<file path="config.mk">
export PLATFORM = sky130hd
export DESIGN_NAME = wb_port_arbiter
export DESIGN_NICKNAME = d
export VERILOG_FILES = /design/src/rtl/wb_arb_pkg.sv /design/src/rtl/wb_md_fifo.sv /design/src/rtl/wb_port_arbiter.sv
export SDC_FILE = /design/constraint.sdc
export NUM_CORES = 1
export LEC_CHECK = 0
export CORE_UTILIZATION = 50
export CTS_CLUSTER_DIAMETER = 50
export CTS_CLUSTER_SIZE = 20
export DETAILED_ROUTE_END_ITERATION = 12
export GPL_TIMING_DRIVEN = 0
export PLACE_DENSITY = 0.79
export SKIP_LAST_GASP = 1
export SYNTH_ARGS = -nofsm -noshare
export SYNTH_HDL_FRONTEND = slang
export SYNTH_SLANG_ARGS = --single-unit
</file>
<file path="constraint.sdc">
create_clock -name Clk -period 7.8 [get_ports Clk]
set_input_delay 1.56 -clock Clk [delete_from_list [all_inputs] [get_ports Clk]]
set_output_delay 1.56 -clock Clk [all_outputs]
set_load 0.05 [all_outputs]
</file>
<file path="src/rtl/wb_arb_pkg.sv">
// Shared types for the register-file write-port arbiter: buffered
// multiply/divide entry layout and the per-cycle grant encoding.
package wb_arb_pkg;

  localparam int DATA_W = 32;
  localparam int REG_W  = 5;

  typedef struct packed {
    logic              live;
    logic [REG_W-1:0]  reg_addr;
    logic [DATA_W-1:0] data;
  } md_entry_t;

  typedef enum logic [1:0] {
    GNT_NONE = 2'd0,
    GNT_PIPE = 2'd1,
    GNT_MD   = 2'd2,
    GNT_DROP = 2'd3
  } grant_e;

endpackage

</file>
<file path="src/rtl/wb_md_fifo.sv">
// Circular buffer of multiply/divide results. Entries whose destination is
// overwritten by a younger pipeline write are marked dead, not removed.
module wb_md_fifo #(
  parameter int DEPTH = 2
) (
  input  logic                     clk,
  input  logic                     rst,
  input  logic                     push,
  input  wb_arb_pkg::md_entry_t    push_entry,
  input  logic                     pop,
  input  logic                     squash,
  input  logic [wb_arb_pkg::REG_W-1:0] squash_reg,
  output wb_arb_pkg::md_entry_t    head,
  output logic [$clog2(DEPTH):0]   count,
  output logic                     full,
  output logic                     empty
);
  import wb_arb_pkg::*;

  localparam int PTR_W = $clog2(DEPTH);
  localparam int CNT_W = PTR_W + 1;

  md_entry_t        mem_r [DEPTH];
  logic [PTR_W-1:0] wr_ptr_r;
  logic [PTR_W-1:0] rd_ptr_r;
  logic [CNT_W-1:0] count_r;

  // Storage: a fresh push owns its slot; any other matching entry is killed.
  always_ff @(posedge clk or posedge rst) begin
    if (rst) begin
      for (int i = 0; i < DEPTH; i++) mem_r[i] <= {$bits(md_entry_t){1'b0}};
    end else begin
      for (int i = 0; i < DEPTH; i++) begin
        if (push && (wr_ptr_r == PTR_W'(i))) begin
          mem_r[i] <= push_entry;
        end else if (squash && (mem_r[i].reg_addr == squash_reg)) begin
          mem_r[i].live <= 1'b0;
        end
      end
    end
  end

  // Pointers wrap naturally because DEPTH is a power of two.
  always_ff @(posedge clk or posedge rst) begin
    if (rst) begin
      wr_ptr_r <= {PTR_W{1'b0}};
      rd_ptr_r <= {PTR_W{1'b0}};
      count_r  <= {CNT_W{1'b0}};
    end else begin
      if (push) wr_ptr_r <= wr_ptr_r + PTR_W'(1);
      if (pop)  rd_ptr_r <= rd_ptr_r + PTR_W'(1);
      case ({push, pop})
        2'b10:   count_r <= count_r + CNT_W'(1);
        2'b01:   count_r <= count_r - CNT_W'(1);
        default: count_r <= count_r;
      endcase
    end
  end

  assign head  = mem_r[rd_ptr_r];
  assign count = count_r;
  assign full  = (count_r == CNT_W'(DEPTH));
  assign empty = (count_r == {CNT_W{1'b0}});

endmodule

</file>
<file path="src/rtl/wb_port_arbiter.sv">
// Arbitrates the single register-file write port between the WB stage and
// buffered multiply/divide results, forcing a one-cycle stall on starvation.
module wb_port_arbiter #(
  parameter int DEPTH        = 2,
  parameter int STARVE_LIMIT = 4,
  parameter int DATA_W       = 32,
  parameter int REG_W        = 5
) (
  input  logic                   Clk,
  input  logic                   Reset,
  input  logic                   RegWrite_WB,
  input  logic [REG_W-1:0]       Write_Reg_WB,
  input  logic [DATA_W-1:0]      Write_Data_WB,
  input  logic                   MD_Valid,
  input  logic [REG_W-1:0]       MD_Reg,
  input  logic [DATA_W-1:0]      MD_Data,
  output logic                   MD_Ready,
  output logic                   RF_We,
  output logic [REG_W-1:0]       RF_Addr,
  output logic [DATA_W-1:0]      RF_Data,
  output logic                   Stall_Pipe,
  output logic [$clog2(DEPTH):0] Pending_Count
);
  import wb_arb_pkg::*;

  localparam int              SC_W    = $clog2(STARVE_LIMIT + 1);
  localparam logic [SC_W-1:0] LIMIT_C = SC_W'(STARVE_LIMIT);

  logic            p_req_s;
  logic            md_push_s;
  logic            md_keep_s;
  logic            pop_s;
  logic            fifo_full_s;
  logic            fifo_empty_s;
  md_entry_t       head_s;
  md_entry_t       push_entry_s;
  grant_e          grant_s;
  logic [SC_W-1:0] starve_r;
  logic [SC_W-1:0] starve_next_s;
  logic            stall_r;

  // Request qualification, grant selection and next starvation count.
  always_comb begin
    p_req_s   = RegWrite_WB && (Write_Reg_WB != {REG_W{1'b0}}) && !stall_r;
    md_push_s = MD_Valid && !fifo_full_s;
    // Reg-0 results and results already superseded by this cycle's pipeline write are dropped.
    md_keep_s = md_push_s && (MD_Reg != {REG_W{1'b0}})
                && !(p_req_s && (MD_Reg == Write_Reg_WB));
    push_entry_s.live     = 1'b1;
    push_entry_s.reg_addr = MD_Reg;
    push_entry_s.data     = MD_Data;
    if (p_req_s) begin
      grant_s = GNT_PIPE;
    end else if (!fifo_empty_s) begin
      grant_s = head_s.live ? GNT_MD : GNT_DROP;
    end else begin
      grant_s = GNT_NONE;
    end
    pop_s = (grant_s == GNT_MD) || (grant_s == GNT_DROP);
    if (p_req_s && !fifo_empty_s) begin
      starve_next_s = starve_r + SC_W'(1);
    end else begin
      starve_next_s = {SC_W{1'b0}};
    end
  end

  wb_md_fifo #(.DEPTH(DEPTH)) u_fifo (
    .clk        (Clk),
    .rst        (Reset),
    .push       (md_keep_s),
    .push_entry (push_entry_s),
    .pop        (pop_s),
    .squash     (p_req_s),
    .squash_reg (Write_Reg_WB),
    .head       (head_s),
    .count      (Pending_Count),
    .full       (fifo_full_s),
    .empty      (fifo_empty_s)
  );

  // Registered write port, starvation counter and stall flag.
  always_ff @(posedge Clk or posedge Reset) begin
    if (Reset) begin
      starve_r <= {SC_W{1'b0}};
      stall_r  <= 1'b0;
      RF_We    <= 1'b0;
      RF_Addr  <= {REG_W{1'b0}};
      RF_Data  <= {DATA_W{1'b0}};
    end else begin
      starve_r <= starve_next_s;
      stall_r  <= (starve_next_s == LIMIT_C);
      case (grant_s)
        GNT_PIPE: begin
          RF_We   <= 1'b1;
          RF_Addr <= Write_Reg_WB;
          RF_Data <= Write_Data_WB;
        end
        GNT_MD: begin
          RF_We   <= 1'b1;
          RF_Addr <= head_s.reg_addr;
          RF_Data <= head_s.data;
        end
        default: begin
          RF_We   <= 1'b0;
          RF_Addr <= {REG_W{1'b0}};
          RF_Data <= {DATA_W{1'b0}};
        end
      endcase
    end
  end

  assign MD_Ready   = !fifo_full_s;
  assign Stall_Pipe = stall_r;

endmodule

</file>
==> metrics.log <==
[metrics] family of cells with the greatest summed delay on the critical path: buffers and inverters
[metrics] top flip-flop cell by instance count after synthesis: sky130_fd_sc_hd__dfrtp_1
[metrics] area of placed instances: 7020 µm²
[metrics] Wirelength per Cell: 18.9 µm
[metrics] number of nets in the finished design: 612
[metrics] Top cell by count, worst path: sky130_fd_sc_hd__clkbuf_1
[metrics] die height: 108 µm
[metrics] number of synthesized flops with an enable pin: 0
[metrics] CTS Hold Buffers Added: 0
[metrics] Maximum Capacitance Violations: 0
[metrics] DR DRC count: 0
[metrics] most instantiated library cell after synthesis: sky130_fd_sc_hd__dfrtp_1
[metrics] status: finished, final reports clean
[metrics] via/cell ratio: 5.37
[metrics] Core Area: 10900 µm²
[metrics] crit path max-delay cell type: sky130_fd_sc_hd__or4_4
[metrics] critical path endpoint category: register
[metrics] number of antenna cells inserted: 0
[metrics] Clock Sinks: 122
[metrics] global-route wire length before repair: 20800 µm
[metrics] CP arrival: 4.69 ns
[metrics] Area Overhead vs Synth: 34.4%
[metrics] proportion of register bits with asynchronous set or reset after synthesis: 100%
[metrics] number of input and output port buffers inserted: 118
[metrics] post-cts resize count: 0
[metrics] post-synthesis cell count: 392
[metrics] All-Layer GR Usage: 24.1%
[metrics] number of rows in the core area: 38
[metrics] Die Outline Area: 11700 µm²
[metrics] Max-Slew Margin vs Limit: 51.4%
[metrics] worst-path cell chain: clkdlybuf4s50_1 > or4_4 > o21ai_4 > o21a_1 > ha_1 > clkbuf_1 > clkbuf_1 > a22oi_1 > nor2_1
[metrics] via count of the first global-routing pass: 4016
[metrics] Iteration-0 DRC Markers: 156
[metrics] fillers: 811
[metrics] endpoint required time on the critical path: 8.25 ns
[metrics] most numerous cell types in the synthesized netlist: sky130_fd_sc_hd__dfrtp_1, sky130_fd_sc_hd__mux2_4, sky130_fd_sc_hd__mux2_2, sky130_fd_sc_hd__nor2_1, sky130_fd_sc_hd__a22oi_1
[metrics] final non-filler cell total: 683
[metrics] mapped cell area: 5630 µm²
[metrics] Pins Over Slew Limit: 0
[metrics] transition time of the tightest slew-check pin: 0.728 ns
[metrics] number of buffers and inverters on the critical path: 3
[metrics] final hold vios: 0
[metrics] clock insertion delay at the later pin of the skew report: 0.52 ns
[metrics] path class of the lowest-slack min-delay path: reg2reg
[metrics] Final TNS setup: 0 ns
[metrics] area fraction of the dominant cell type after synthesis: 54.2%
[metrics] detailed-router iteration count before antenna repair: 4
[metrics] Finished Cell Area: 7570 µm²
[metrics] deepest clock path buffer count: 2
[metrics] antenna violations before repair: 0
[metrics] period utilization: 54.4%
[metrics] maximum level of the CTS H-tree: 4
[metrics] I/O pin cnt: 120
[metrics] Post-Route Skew: 0.00593 ns
[metrics] kind of launch point of the worst setup path: primary input
[metrics] layout cell share with drive strength beyond 1: 28.5%
[metrics] gr ovfl total: 0
[metrics] placer's final routability congestion estimate: 0.837
[metrics] maximum fanout count along the critical path: 10
[metrics] Avg Inst Size Synth: 14.4 µm²
[metrics] count of placed standard cells including taps: 651
[metrics] warning count from the yosys run: 0
[metrics] Power Density: 441 nW/µm²
[metrics] master cell of the clock root buffer: sky130_fd_sc_hd__clkbuf_8
[metrics] number of nets produced by synthesis: 474
[metrics] fin util: 69.5%
[metrics] number of nets still failing antenna checks after routing: 0
[metrics] TritonCTS clock tree: built
[metrics] number of setup buffers added after CTS: 0
[metrics] count of different cell masters after synthesis: 28
[metrics] Fmax achieved: 236 MHz
[metrics] clock input transition at the sequential cells of the worst setup and hold paths: 0.05 ns
[metrics] floorplan die width: 108 µm
[metrics] TritonCTS Buffers: 17
[metrics] Via Count: 3666
[metrics] placed wire-length estimate after detailed placement: 8590 µm
[metrics] biggest area contributors in the synthesized netlist: sky130_fd_sc_hd__dfrtp_1, sky130_fd_sc_hd__mux2_4, sky130_fd_sc_hd__mux2_2
[metrics] Final min period: 4.24 ns
[metrics] starting density of the core: 51.7%
[metrics] area leader, netlist: sky130_fd_sc_hd__dfrtp_1
[metrics] type of the worst setup path: in2reg
[metrics] final setup violation count: 0
[metrics] delay of the slowest cell on the worst path: 0.60 ns
[metrics] maximum vdd ir drop: 0.000270 V
[metrics] setup repair after global routing missed its margin: no
[metrics] sequential cell area fraction in the yosys report: 54.2%
[metrics] Static Leak: 3.26 nW
[metrics] pin count of the biggest net entering global routing: 71
[metrics] overall routed net length: 12900 µm
[metrics] synthesis-stage register bit count: 122
[metrics] Pwr Total: 3.34 mW
[state kept, by name, summed over array words and instances, names as in the netlist]
signal           cells
u_fifo.mem_r        76
RF_Data             32
RF_Addr              5
starve_r             3
u_fifo.count         2
RF_We                1
Stall_Pipe           1
u_fifo.rd_ptr_r      1
u_fifo.wr_ptr_r      1
[stage by stage]
stage          setup slack [ns]  hold WS (ns)
5_1_grt                    3.38         0.490
2_1_floorplan              3.00         0.421
4_1_cts                    3.55         0.466
3_5_place_dp               3.03         0.458
3_3_place_gp               1.49         0.435
6_report                   3.56         0.467
[area by class of cell]
cell class	instances	area (µm²)	area share, %
plain buffers	24	189	2.50
clock inverters	7	65.1	0.859
clock buffers	25	484	6.40
well taps	140	175	2.31
flip-flops and latches	122	3050	40.3
multi-input cells	241	2370	31.3
repair buffers	119	1210	16.0
inverters	5	23.8	0.314
[worst register-to-register path: cells and delay by family (launching register included)]
family | cells | cell delay, ns
DFF | 1 | 0.35
and+or+nand+nor | 1 | 0.14
AOI/OAI and AO/OA | 2 | 0.35
muxes | 1 | 0.41
adders and majority gates | 1 | 0.13
buffers and inverters | 4 | 1.59
[cells in the final DEF, fill, tap and decap left out, types with 2 or more instances in the layout]
cell                              synthesis  layout
sky130_fd_sc_hd__clkbuf_8                 0       5
sky130_fd_sc_hd__clkbuf_16                0      16
sky130_fd_sc_hd__clkbuf_1                17      21
sky130_fd_sc_hd__xor2_1                   8       8
sky130_fd_sc_hd__clkinvlp_4               0       2
sky130_fd_sc_hd__clkdlybuf4s50_1          0     118
sky130_fd_sc_hd__mux2_4                  60      60
sky130_fd_sc_hd__inv_1                    5       4
sky130_fd_sc_hd__nor2_1                  43      43
sky130_fd_sc_hd__o21ai_0                  2       2
sky130_fd_sc_hd__o41ai_1                  2       2
sky130_fd_sc_hd__nand4b_1                 2       2
sky130_fd_sc_hd__mux2_2                  52      52
sky130_fd_sc_hd__o21a_1                   3       3
sky130_fd_sc_hd__clkinv_2                 0       4
sky130_fd_sc_hd__nand3_1                  3       3
sky130_fd_sc_hd__xnor2_1                 13      13
sky130_fd_sc_hd__ha_1                     4       4
sky130_fd_sc_hd__buf_12                   6       6
sky130_fd_sc_hd__dfrtp_1                122     122
sky130_fd_sc_hd__nor2_8                   2       2
sky130_fd_sc_hd__a22oi_1                 37      37
[kinds of logic (layout without fill, tap and decap cells)]
family,count (synthesis),count (layout),synth area share (%)
compound gates,45,45,6.11
xor+xnor,21,21,3.27
fa+ha+maj,4,4,0.889
buf+inv,29,180,3.69
flops,122,122,54.2
mux,112,112,26.4
simple gates,59,59,5.46
[path summary, 6_finish.rpt]
check / to / from / slack (ns) / depth (start not counted)
worst max-delay path: RF_Addr[1]$_DFF_PP0_ / Write_Reg_WB[3] / 3.56 / 9
worst min-delay path: starve_r[0]$_DFF_PP0_ / starve_r[0]$_DFF_PP0_ / 0.47 / 1
worst max register to register: RF_Data[16]$_DFF_PP0_ / u_fifo.rd_ptr_r$_DFFE_PP0P_ / 4.76 / 9
worst min register to register: starve_r[0]$_DFF_PP0_ / starve_r[0]$_DFF_PP0_ / 0.47 / 1
max in group asynchronous: RF_Data[27]$_DFF_PP0_ / Reset / 5.64 / 3
min in group asynchronous: u_fifo.mem_r[48]$_DFFE_PP0P_ / Reset / 1.46 / 2
[metal layers]
layer | vias to the layer above | wire length (µm) | part of all wire [%] | track usage (%)
met3 | 21 | 685 | 5.3 | 6.81
met5 | - | 0 | 0 | 0
met1 | 1848 | 5800 | 45 | 30.8
li1 | 1669 | - | - | -
met2 | 128 | 6250 | 48 | 39.3
met4 | 0 | 199 | 1.5 | 8.22
[power breakdown]
part	total [mW]	internal [mW]	leakage (nW)	switching, mW
Clock	0.722	0.454	0.268	0.268
Combinational	1.53	0.763	1.50	0.767
Sequential	1.08	0.924	1.50	0.161
No activity file was read; power rests on OpenSTA's default activity.
